## src/rtl/axi_lite_reg_file_da.sv

```systemverilog
// AXI4-Lite slave over a flat register file with a parallel hardware view,
// per-register hardware overwrite and a one-cycle trigger on every AXI write.
module axi_lite_reg_file_da #(
    parameter int REGISTER_WIDTH = 32,
    parameter int NUM_REGISTERS  = 8,
    parameter int ADDR_WIDTH     = 12
) (
    input  logic                                      clk,
    input  logic                                      rst,

    input  logic [ADDR_WIDTH-1:0]                     s_axi_awaddr,
    input  logic [2:0]                                s_axi_awprot,
    input  logic                                      s_axi_awvalid,
    output logic                                      s_axi_awready,
    input  logic [REGISTER_WIDTH-1:0]                 s_axi_wdata,
    input  logic [REGISTER_WIDTH/8-1:0]               s_axi_wstrb,
    input  logic                                      s_axi_wvalid,
    output logic                                      s_axi_wready,
    output logic [1:0]                                s_axi_bresp,
    output logic                                      s_axi_bvalid,
    input  logic                                      s_axi_bready,

    input  logic [ADDR_WIDTH-1:0]                     s_axi_araddr,
    input  logic [2:0]                                s_axi_arprot,
    input  logic                                      s_axi_arvalid,
    output logic                                      s_axi_arready,
    output logic [REGISTER_WIDTH-1:0]                 s_axi_rdata,
    output logic [1:0]                                s_axi_rresp,
    output logic                                      s_axi_rvalid,
    input  logic                                      s_axi_rready,

    output logic [NUM_REGISTERS*REGISTER_WIDTH-1:0]   o_reg_data,
    input  logic [NUM_REGISTERS-1:0]                  i_hw_wr_en,
    input  logic [NUM_REGISTERS*REGISTER_WIDTH-1:0]   i_hw_wr_data,
    output logic [NUM_REGISTERS-1:0]                  o_axi_ctrl_trigger
);

    localparam int STRB_W   = REGISTER_WIDTH / 8;
    localparam int ADDR_LSB = $clog2(STRB_W);
    localparam int IDX_W    = ADDR_WIDTH - ADDR_LSB;

    localparam logic [1:0] RESP_OKAY   = 2'b00;
    localparam logic [1:0] RESP_SLVERR = 2'b10;

    typedef enum logic { WR_IDLE, WR_RESP } wr_state_t;
    typedef enum logic { RD_IDLE, RD_DATA } rd_state_t;

    wr_state_t wr_state, wr_state_next;
    rd_state_t rd_state, rd_state_next;

    logic [IDX_W-1:0]          wr_idx;
    logic [IDX_W-1:0]          rd_idx;
    logic                      wr_hs;
    logic                      rd_hs;
    logic [NUM_REGISTERS-1:0]  wr_match;
    logic [REGISTER_WIDTH-1:0] rd_value;
    logic                      rd_hit;
    logic [REGISTER_WIDTH-1:0] regs [NUM_REGISTERS];

    assign wr_idx = s_axi_awaddr[ADDR_WIDTH-1:ADDR_LSB];
    assign rd_idx = s_axi_araddr[ADDR_WIDTH-1:ADDR_LSB];

    // NOTE: every always_comb output gets a default first so no path can infer a latch.
    always_comb begin
        wr_state_next = wr_state;
        wr_hs         = 1'b0;
        case (wr_state)
            WR_IDLE: begin
                if (!rst && s_axi_awvalid && s_axi_wvalid) begin
                    wr_hs         = 1'b1;
                    wr_state_next = WR_RESP;
                end
            end
            WR_RESP: begin
                if (s_axi_bready) begin
                    wr_state_next = WR_IDLE;
                end
            end
            default: wr_state_next = WR_IDLE;
        endcase
    end

    always_comb begin
        rd_state_next = rd_state;
        rd_hs         = 1'b0;
        case (rd_state)
            RD_IDLE: begin
                if (!rst && s_axi_arvalid) begin
                    rd_hs         = 1'b1;
                    rd_state_next = RD_DATA;
                end
            end
            RD_DATA: begin
                if (s_axi_rready) begin
                    rd_state_next = RD_IDLE;
                end
            end
            default: rd_state_next = RD_IDLE;
        endcase
    end

    // NOTE: sequential state uses non-blocking assignments so all flops see pre-edge values.
    always_ff @(posedge clk) begin
        if (rst) begin
            wr_state <= WR_IDLE;
            rd_state <= RD_IDLE;
        end else begin
            wr_state <= wr_state_next;
            rd_state <= rd_state_next;
        end
    end

    // AW and W are accepted only as a pair, so both readies are the handshake itself.
    assign s_axi_awready = wr_hs;
    assign s_axi_wready  = wr_hs;
    assign s_axi_bvalid  = (wr_state == WR_RESP);
    assign s_axi_arready = !rst && (rd_state == RD_IDLE);
    assign s_axi_rvalid  = (rd_state == RD_DATA);

    always_comb begin
        wr_match = '0;
        rd_value = '0;
        rd_hit   = 1'b0;
        for (int i = 0; i < NUM_REGISTERS; i++) begin
            wr_match[i] = wr_hs && (wr_idx == IDX_W'(i));
            if (rd_idx == IDX_W'(i)) begin
                rd_value = regs[i];
                rd_hit   = 1'b1;
            end
        end
    end

    always_ff @(posedge clk) begin
        if (rst) begin
            s_axi_bresp        <= RESP_OKAY;
            s_axi_rdata        <= '0;
            s_axi_rresp        <= RESP_OKAY;
            o_axi_ctrl_trigger <= '0;
        end else begin
            o_axi_ctrl_trigger <= wr_match;
            if (wr_hs) begin
                s_axi_bresp <= (|wr_match) ? RESP_OKAY : RESP_SLVERR;
            end
            if (rd_hs) begin
                s_axi_rdata <= rd_value;
                s_axi_rresp <= rd_hit ? RESP_OKAY : RESP_SLVERR;
            end
        end
    end

    // NOTE: this array is a bank of flops, not a RAM, so resetting every word is intended.
    // Strobed AXI bytes take priority; hardware data fills the remaining bytes.
    always_ff @(posedge clk) begin
        if (rst) begin
            for (int i = 0; i < NUM_REGISTERS; i++) begin
                regs[i] <= '0;
            end
        end else begin
            for (int i = 0; i < NUM_REGISTERS; i++) begin
                for (int k = 0; k < STRB_W; k++) begin
                    if (wr_match[i] && s_axi_wstrb[k]) begin
                        regs[i][k*8 +: 8] <= s_axi_wdata[k*8 +: 8];
                    end else if (i_hw_wr_en[i]) begin
                        regs[i][k*8 +: 8] <= i_hw_wr_data[i*REGISTER_WIDTH + k*8 +: 8];
                    end
                end
            end
        end
    end

    for (genvar g = 0; g < NUM_REGISTERS; g++) begin : g_view
        assign o_reg_data[g*REGISTER_WIDTH +: REGISTER_WIDTH] = regs[g];
    end

    logic unused_ok;
    assign unused_ok = ^{s_axi_awprot, s_axi_arprot,
                         s_axi_awaddr[ADDR_LSB-1:0], s_axi_araddr[ADDR_LSB-1:0]};

endmodule

```

## config.mk

```make
export PLATFORM = sky130hd
export DESIGN_NAME = axi_lite_reg_file_da
export DESIGN_NICKNAME = d
export VERILOG_FILES = /design/src/rtl/axi_lite_reg_file_da.sv
export SDC_FILE = /design/constraint.sdc
export NUM_CORES = 1
export LEC_CHECK = 0
export CAP_MARGIN = 25
export CORE_AREA = 2 2 248 250
export CTS_CLUSTER_DIAMETER = 100
export CTS_CLUSTER_SIZE = 24
export DETAILED_ROUTE_END_ITERATION = 10
export DIE_AREA = 0 0 250 252
export MAX_ROUTING_LAYER = met4
export SKIP_LAST_GASP = 1
export SLEW_MARGIN = 0
export SYNTH_ARGS = -nofsm -noshare
export SYNTH_HDL_FRONTEND = slang
export SYNTH_SLANG_ARGS = --single-unit
```

## constraint.sdc

```tcl
create_clock -name clk -period 3.75 [get_ports clk]
set_clock_uncertainty 0.05 [all_clocks]
set_input_delay 0.75 -clock clk [delete_from_list [all_inputs] [get_ports clk]]
set_output_delay 0.75 -clock clk [all_outputs]
set_load 0.02 [all_outputs]
```

Yosys cells after proc, flatten, opt, wreduce, memory -nomap -nowiden

Memory sizes are Yosys's and may differ from the RTL's.
Cells that the tools add are included.

Register bits after elaboration: 46
Bits in writable memories: 256
Output and inout port bits: 305
Word-level logic and storage cells: 427
Memories: 1

Memories:

| name | words | bits a word | read ports | clocked after memory_dff | wr ports | RTL line | source |
|---|---|---|---|---|---|---|---|
| regs | 8     | 32          | 8          | 0                        | 8        | 58       | `logic [REGISTER_WIDTH-1:0] regs [NUM_REGISTERS];` |

Equal/unequal tests: 14
Multiplexer cells: 292
Bitwise operators: 66
Reductions and logical operators: 48

Operators with widths:

| kind                                                  | number |
|---|---|
| two-way mux 8 bit                                     | 64 |
| two-way mux 32 bit                                    | 8 |
| two-way mux 1 bit                                     | 216 |
| equality test 10 x 3 -> 1 bit (second input constant) | 8 |
| OR 1 bit                                              | 64 |
| logical AND 1 bit                                     | 44 |
| equality test 10 x 2 -> 1 bit (second input constant) | 4 |
| equality test 10 x 1 -> 1 bit (second input constant) | 2 |
| logical NOT 10 bit                                    | 2 |
| OR reduction 8 bit                                    | 1 |
| two-way mux 2 bit                                     | 2 |
| one-hot mux 1 bit (2 select lines)                    | 2 |
| inverter 1 bit                                        | 2 |
| logical NOT 1 bit                                     | 1 |

Logic depth before layout (Yosys ltp)

Depth in word-level cells: 12
Depth in mapped cells: 8
Depth with buffers taken out: 5

Worst setup path before layout

No wires, ideal clock.

Path type: input to register
Start point: input port s_axi_awaddr[9]
End point: memory regs[7][4] (netlist: regs[1][100]) (enable)
Data arrival time: 2.623 ns
Required time: 3.316 ns
Setup slack: 0.693 ns
Stages: 6
Path buffers: 2
Cells stage by stage: or4_4 > buf_6 > buf_12 > nor3_1 > nand3_1 > o21ai_0

RTL lines:

| what            | RTL line | source |
|---|---|---|
| start, declared | 11       | `input logic [ADDR_WIDTH-1:0] s_axi_awaddr,` |
| end, declared   | 58       |  |

Worst setup path after layout

Start point: input port s_axi_awvalid
End point: output port s_axi_awready

Word-level cells in the longest chain between the ends: 4

RTL lines:

| what                            | RTL line | source |
|---|---|---|
| start, declared                 | 13       | `input logic s_axi_awvalid,` |
| logical AND 1 bit (2 in series) | 69       | `if (!rst && s_axi_awvalid && s_axi_wvalid) begin` |
| two-way mux 1 bit               | 69       |  |
| two-way mux 1 bit               | 67       | `case (wr_state)` |
| end, declared                   | 14       | `output logic s_axi_awready,` |

No other way between the ends.

==> results.json <==
{
  "track_usage": 0.289,
  "setup_viol": 0,
  "r2r_end": "regs[1][27]$_SDFFCE_PN0P_",
  "cts.clk_slew.worst_paths_ns": 0.09,
  "timing.final.crit_share": 0.842,
  "p_leak_uw": 0.00899,
  "seq_area_frac_synth": 0.513,
  "dpl.hpwl_mm": 69.0,
  "worst_slew_pin_slew_ns": 1.15,
  "grt_setup_unrepaired": "no",
  "viasPerCell": 5.56,
  "wl_met2_mm": 43.8,
  "synthCells": 1757,
  "cts_tree": "done",
  "required_ns": 2.95,
  "grt_max_degree": 70,
  "ys_warn_count": 0,
  "final_cell_count_no_fill": 3146,
  "rows": 90,
  "worstSetupPathType": "primary input to output port",
  "arrival_ns": 2.36,
  "ant_nets": 0,
  "grt_pass1_vias": 17300,
  "path_cells": "clkdlybuf4s50_1, nand4bb_2, inv_1, clkdlybuf4s50_1",
  "max_stage_delay_ns": 0.72,
  "cp_top_family": "buffers and inverters",
  "initial_core_util": 0.278,
  "crit_top_cell": "clkdlybuf4s50_1",
  "fill_cells": 5958,
  "drt-pass1-iter-count": 6,
  "synth-edff-count": 256,
  "ys_async_sr_fraction": 0,
  "port_buffers": 629,
  "hp-class": "primary input to register",
  "r2r_slack_ns": 1.23,
  "critPathCaptureType": "output port",
  "worstSetupEndpoint": "s_axi_awready",
  "postRouteWirelength_mm": 92.8,
  "holdPathStages": 2,
  "wl_met3_mm": 9.41,
  "startpoint": "s_axi_awvalid",
  "fmax_ghz": 0.317,
  "reg2reg_depth": 5,
  "critPathBufInv": 3,
  "cp-start-kind": "primary input",
  "clkLatencyLatePin_ns": 0.55,
  "die_w_um": 250,
  "grt_overflow": 0,
  "grt_pass1_wl_mm": 127,
  "root_buffer": "clkbuf_16",
  "final_hold_viol_count": 0,
  "dr.max_layer_used": "met4",
  "cts.sinks": 300,
  "irDropWorstVdd_uv": 247,
  "numPlacedInstances": 3098,
  "dieArea_um2": 63000,
  "wl_per_cell_um": 29.5,
  "wl_met1_mm": 36.9,
  "drtIter0Drc": 2064,
  "ys_ff_latch": 300,
  "place_congestion": 0.882,
  "synth_cell_type_count": 56,
  "drv_slew": 0,
  "path_depth": 4,
  "coreArea_um2": 60100,
  "slew_headroom": 0.233,
  "fp.dieH_um": 252,
  "drv_cap": 0,
  "drc": 0,
  "reg2reg_from": "s_axi_bvalid$_SDFF_PP0_",
  "timing.final.crit_period_ns": 3.16,
  "cp_max_fo": 8,
  "post_cts_buffers": 0,
  "ys.flop_type": "edfxtp_1",
  "cts_buffers": 18,
  "htree_levels": 1,
  "status": "completed",
  "post_cts_resized": 0,
  "vias": 17500,
  "clock_tree.buffer_depth": 3,
  "cts_hold_buf": 0,
  "setup_tns_ns": 0,
  "ios": 642,
  "power_density_nw_per_um2": 346,
  "area_delta_synth_final_pct": 50.2,
  "crit_slowest_cell": "clkdlybuf4s50_1",
  "drive_gt1_frac": 0.0805,
  "final_nets": 2673,
  "antenna_found_initial": 17,
  "avgSynthCellArea_um2": 9.50,
  "syn_area_um2": 16700
}
[flip-flops by register name, summed over array words and instances (netlist names)]
register and cells:
o_axi_ctrl_trigger 8, s_axi_rresp 1, s_axi_bresp 1, s_axi_bvalid 1, s_axi_rvalid 1, s_axi_rdata 32
regs 256
[layout by cell type (no fill, tap or decap), types with 8 or more instances in the layout]
cell / count
a2111oi_0: 30
and2_0: 11
nand2_1: 267
a221o_1: 30
or3_1: 17
edfxtp_1: 256
clkdlybuf4s50_1: 626
nand3_1: 196
o41ai_4: 8
nand2b_1: 25
a21boi_0: 30
a32o_1: 30
nor3_1: 40
dfxtp_1: 44
a21oi_1: 33
nand4_1: 9
and2_1: 11
buf_4: 99
clkbuf_16: 19
diode_2: 16
nor2_1: 164
o21ai_0: 166
o41ai_1: 30
mux2i_1: 95
buf_12: 16
[where the power goes]
| part | internal [uW] | total (uW) | switching, uW |
|---|---|---|---|
| registers | 3930 | 4150 | 224 |
| clock network | 1020 | 2300 | 1280 |
| logic | 1010 | 2220 | 1220 |
[cell usage after synthesis (5+ instances only)]
cell	n	share of area
a32o_1	30	0.018
clkbuf_1	165	0.037
and2_0	11	0.0041
nand2_1	267	0.060
nor2_1	164	0.037
and2_1	12	0.0045
nor3_1	43	0.013
buf_1	8	0.0018
and4b_1	5	0.0030
a21oi_1	33	0.0099
o21ai_0	171	0.051
o41ai_4	8	0.013
or3_1	17	0.0064
nand4_1	9	0.0034
a221o_1	30	0.018
nand3_1	196	0.059
buf_2	10	0.0030
edfxtp_1	256	0.46
a2111oi_0	30	0.016
inv_1	6	0.0013
nand2b_1	27	0.010
o41ai_1	30	0.016
dfxtp_1	44	0.053
a21boi_0	30	0.013
mux2i_1	95	0.057
nor2b_1	11	0.0041
[cell families (layout without fill, tap and decap cells)]
| group | count (synthesis) | in the layout | synth area share |
|---|---|---|---|
| flops | 300 | 300 | 0.513 |
| buf+inv | 194 | 784 | 0.0465 |
| compound gates | 373 | 373 | 0.161 |
| simple gates | 792 | 792 | 0.221 |
| mux | 97 | 97 | 0.0590 |
| other cells | 1 | 18 | 0.000225 |
[metrics by stage]
| step | cell area [um^2] | power [uW] | utilization | setup WS (ns) | hold slack (ns) |
|---|---|---|---|---|---|
| 3_3_place_gp | 24400 | 6420 | 0.406 | 0.253 | 0.427 |
| 4_1_cts | 25000 | 8690 | 0.416 | 0.565 | 0.396 |
| 5_1_grt | 25100 | 8890 | 0.417 | 0.551 | 0.435 |
| 3_5_place_dp | 24400 | 6430 | 0.407 | 0.228 | 0.444 |
| 2_1_floorplan | 16700 | 5000 | - | 0.693 | 0.504 |
| 6_report | 25100 | 8670 | 0.417 | 0.594 | 0.413 |
[worst min-delay path by stage]
stage                                      from  slack (ns)                     endpoint
finish                                      rst        0.41      s_axi_rvalid$_SDFF_PP0_
global route                                rst        0.43      s_axi_rvalid$_SDFF_PP0_
CTS                                         rst        0.40      s_axi_rvalid$_SDFF_PP0_
detailed placement  s_axi_rresp[1]$_SDFFE_PP0P_        0.44  s_axi_rresp[1]$_SDFFE_PP0P_
global placement    s_axi_rresp[1]$_SDFFE_PP0P_        0.43  s_axi_rresp[1]$_SDFFE_PP0P_
floorplan               s_axi_bvalid$_SDFF_PP0_        0.50      s_axi_bvalid$_SDFF_PP0_
[routing by layer]
| metal | global-route usage | vias to the layer above |
|---|---|---|
| met2 | 0.469 | 1096 |
| met3 | 0.0684 | 159 |
| met5 | - | - |
| met4 | 0.0852 | 0 |
| met1 | 0.360 | 8584 |
| li1 | - | 7652 |
[area by class of cell]
| cell class | instances | area (um^2) | share of cell area |
|---|---|---|---|
| clock inverter | 5 | 62.6 | 0.00250 |
| clock buffer | 27 | 526 | 0.0210 |
| tap | 782 | 978 | 0.0390 |
| antenna | 16 | 40.0 | 0.00160 |
| inverter | 6 | 22.5 | 0.000898 |
| multi-input combinational | 1264 | 7480 | 0.298 |
| sequential | 300 | 8570 | 0.342 |
| timing repair buffer | 746 | 7390 | 0.295 |
Note: power is estimated with default switching activity, not from simulation.
==> edit, RTL diff (same flow settings) <==
The parameter `REGISTER_WIDTH` goes from 32 to 16.
--- a/src/rtl/axi_lite_reg_file_da.sv
+++ b/src/rtl/axi_lite_reg_file_da.sv
@@ -1,7 +1,7 @@
 // AXI4-Lite slave over a flat register file with a parallel hardware view,
 // per-register hardware overwrite and a one-cycle trigger on every AXI write.
 module axi_lite_reg_file_da #(
-    parameter int REGISTER_WIDTH = 32,
+    parameter int REGISTER_WIDTH = 16,
     parameter int NUM_REGISTERS  = 8,
     parameter int ADDR_WIDTH     = 12
 ) (
Ports: changed (5 resized); port bits go from 642 to 352. The function was not compared with the original's and may differ.
==> edit against the unedited design <==
  * Setup slack gained 0.070 ns
  * Sequential cell count decreased by 144
  * Total power shrank 42%
  * Area after synthesis shrank 51%
  * Global-route usage down 15 points
  * Routed wire length is 53% lower
  * Design area shrank 46%
  * Maximum frequency increased by 2.3%
==> edit: results (changes against the unedited design) <==
Commonest cells post-synth edfxtp_1 (128), nand2_1 (81), mux2i_1 (57), nand3_1 (41), nor2_1 (39); vias after detailed routing 7,470 (-57%); status finished, final reports clean; hpwl dp 34,800 um (-50%); M1 WL 19,800 um (-46%); Fin Hold WS 0.436 ns (+0.0228 ns); worst hold endpoint s_axi_rdata[0]; IO buf count 341 (-46%); register area share after synthesis 53.5% (+2.2 points); Post-Syn Instances 678 (-61%); P_leak 0.00463 uW (-48%); share of cells above drive strength 1 16.1% (+8.1 points); Post-Place Cells 1,812 (-42%); number of synthesized flops with an enable pin 128 (-50%); Num CTS Buffers 17 (-1); final WL 44,000 um (-53%); clock tree buffer depth 2 (-1); vias per inst 4.04 (-27%); HP Class reg2reg; Clk Latency, worst-skew pair 0.49 ns (-0.06 ns); Synth cell types 47 (-16%); CP max stage delay 0.64 ns (-0.08 ns); clock slew at reported path FFs 0.07 ns (-0.02 ns); reg2reg end regs[0][60]; met1 usage 18.1% (-18 points); met2 routed WL 20,800 um (-52%); wire length on met3 2860 um (-70%); met2 usage 22.6% (-24 points); Worst VDD drop 0.341 mV (+38%); DR iter-0 viols 558 (-73%); synth top area cells edfxtp_1 (47%), mux4_2 (8.2%), mux2i_1 (6.9%), dfxtp_1 (6.8%), mux2_2 (4.9%)
-- edit: cell types whose count changed after synthesis, moves of 30 or more --
cell,unedited run,this run
nor3_1,43,6
mux2_2,1,36
nand2_1,267,81
nor2_1,164,39
nand3_1,196,41
o21ai_0,171,15
a21boi_0,30,0
edfxtp_1,256,128
mux2i_1,95,57
a221o_1,30,0
a32o_1,30,0
clkbuf_1,165,28
a2111oi_0,30,0
-- edit: final cells by class --
class / instances / area [um2]
diodes: 5 / 12.5
clock buffers: 21 / 450
clock inverters: 11 / 135
fillers: 6513 / 46700
inverters: 32 / 120
multi-input cells: 450 / 3540
flip-flops and latches: 156 / 4400
well taps: 782 / 978
repair buffers: 392 / 3810
-- edit: where the power goes --
| group | leakage, uW | switching (uW) | internal, uW |
|---|---|---|---|
| logic | 0.00276 | 571 | 546 |
| registers | 0.00159 | 89.6 | 2020 |
| clock network | 0.000275 | 816 | 1000 |
| total | 0.00463 | 1480 | 3570 |
-- edit: how the worst max path moves through the flow --
stage,startpoint,to,slack [ns]
2_1_floorplan,rst,regs[1][10],1.15
3_3_place_gp,s_axi_awaddr[4],regs[1][39],0.44
3_5_place_dp,s_axi_awaddr[4],regs[1][39],0.39
4_1_cts,s_axi_awvalid,s_axi_wready,0.66
5_1_grt,s_axi_wvalid,s_axi_wready,0.61
6_report,s_axi_awvalid,s_axi_wready,0.66
-- edit: kinds of logic (layout without fill, tap and decap cells) --
kind of cell           Yosys count  in the layout  synth area share (%)
other                            1              7                0.0456
buffers and inverters           73            456                  3.54
AO/OA/AOI/OAI                   83             83                  7.18
AND/OR/NAND/NOR                237            237                  14.9
flip-flops                     156            156                  53.5
multiplexers                   128            128                  20.8
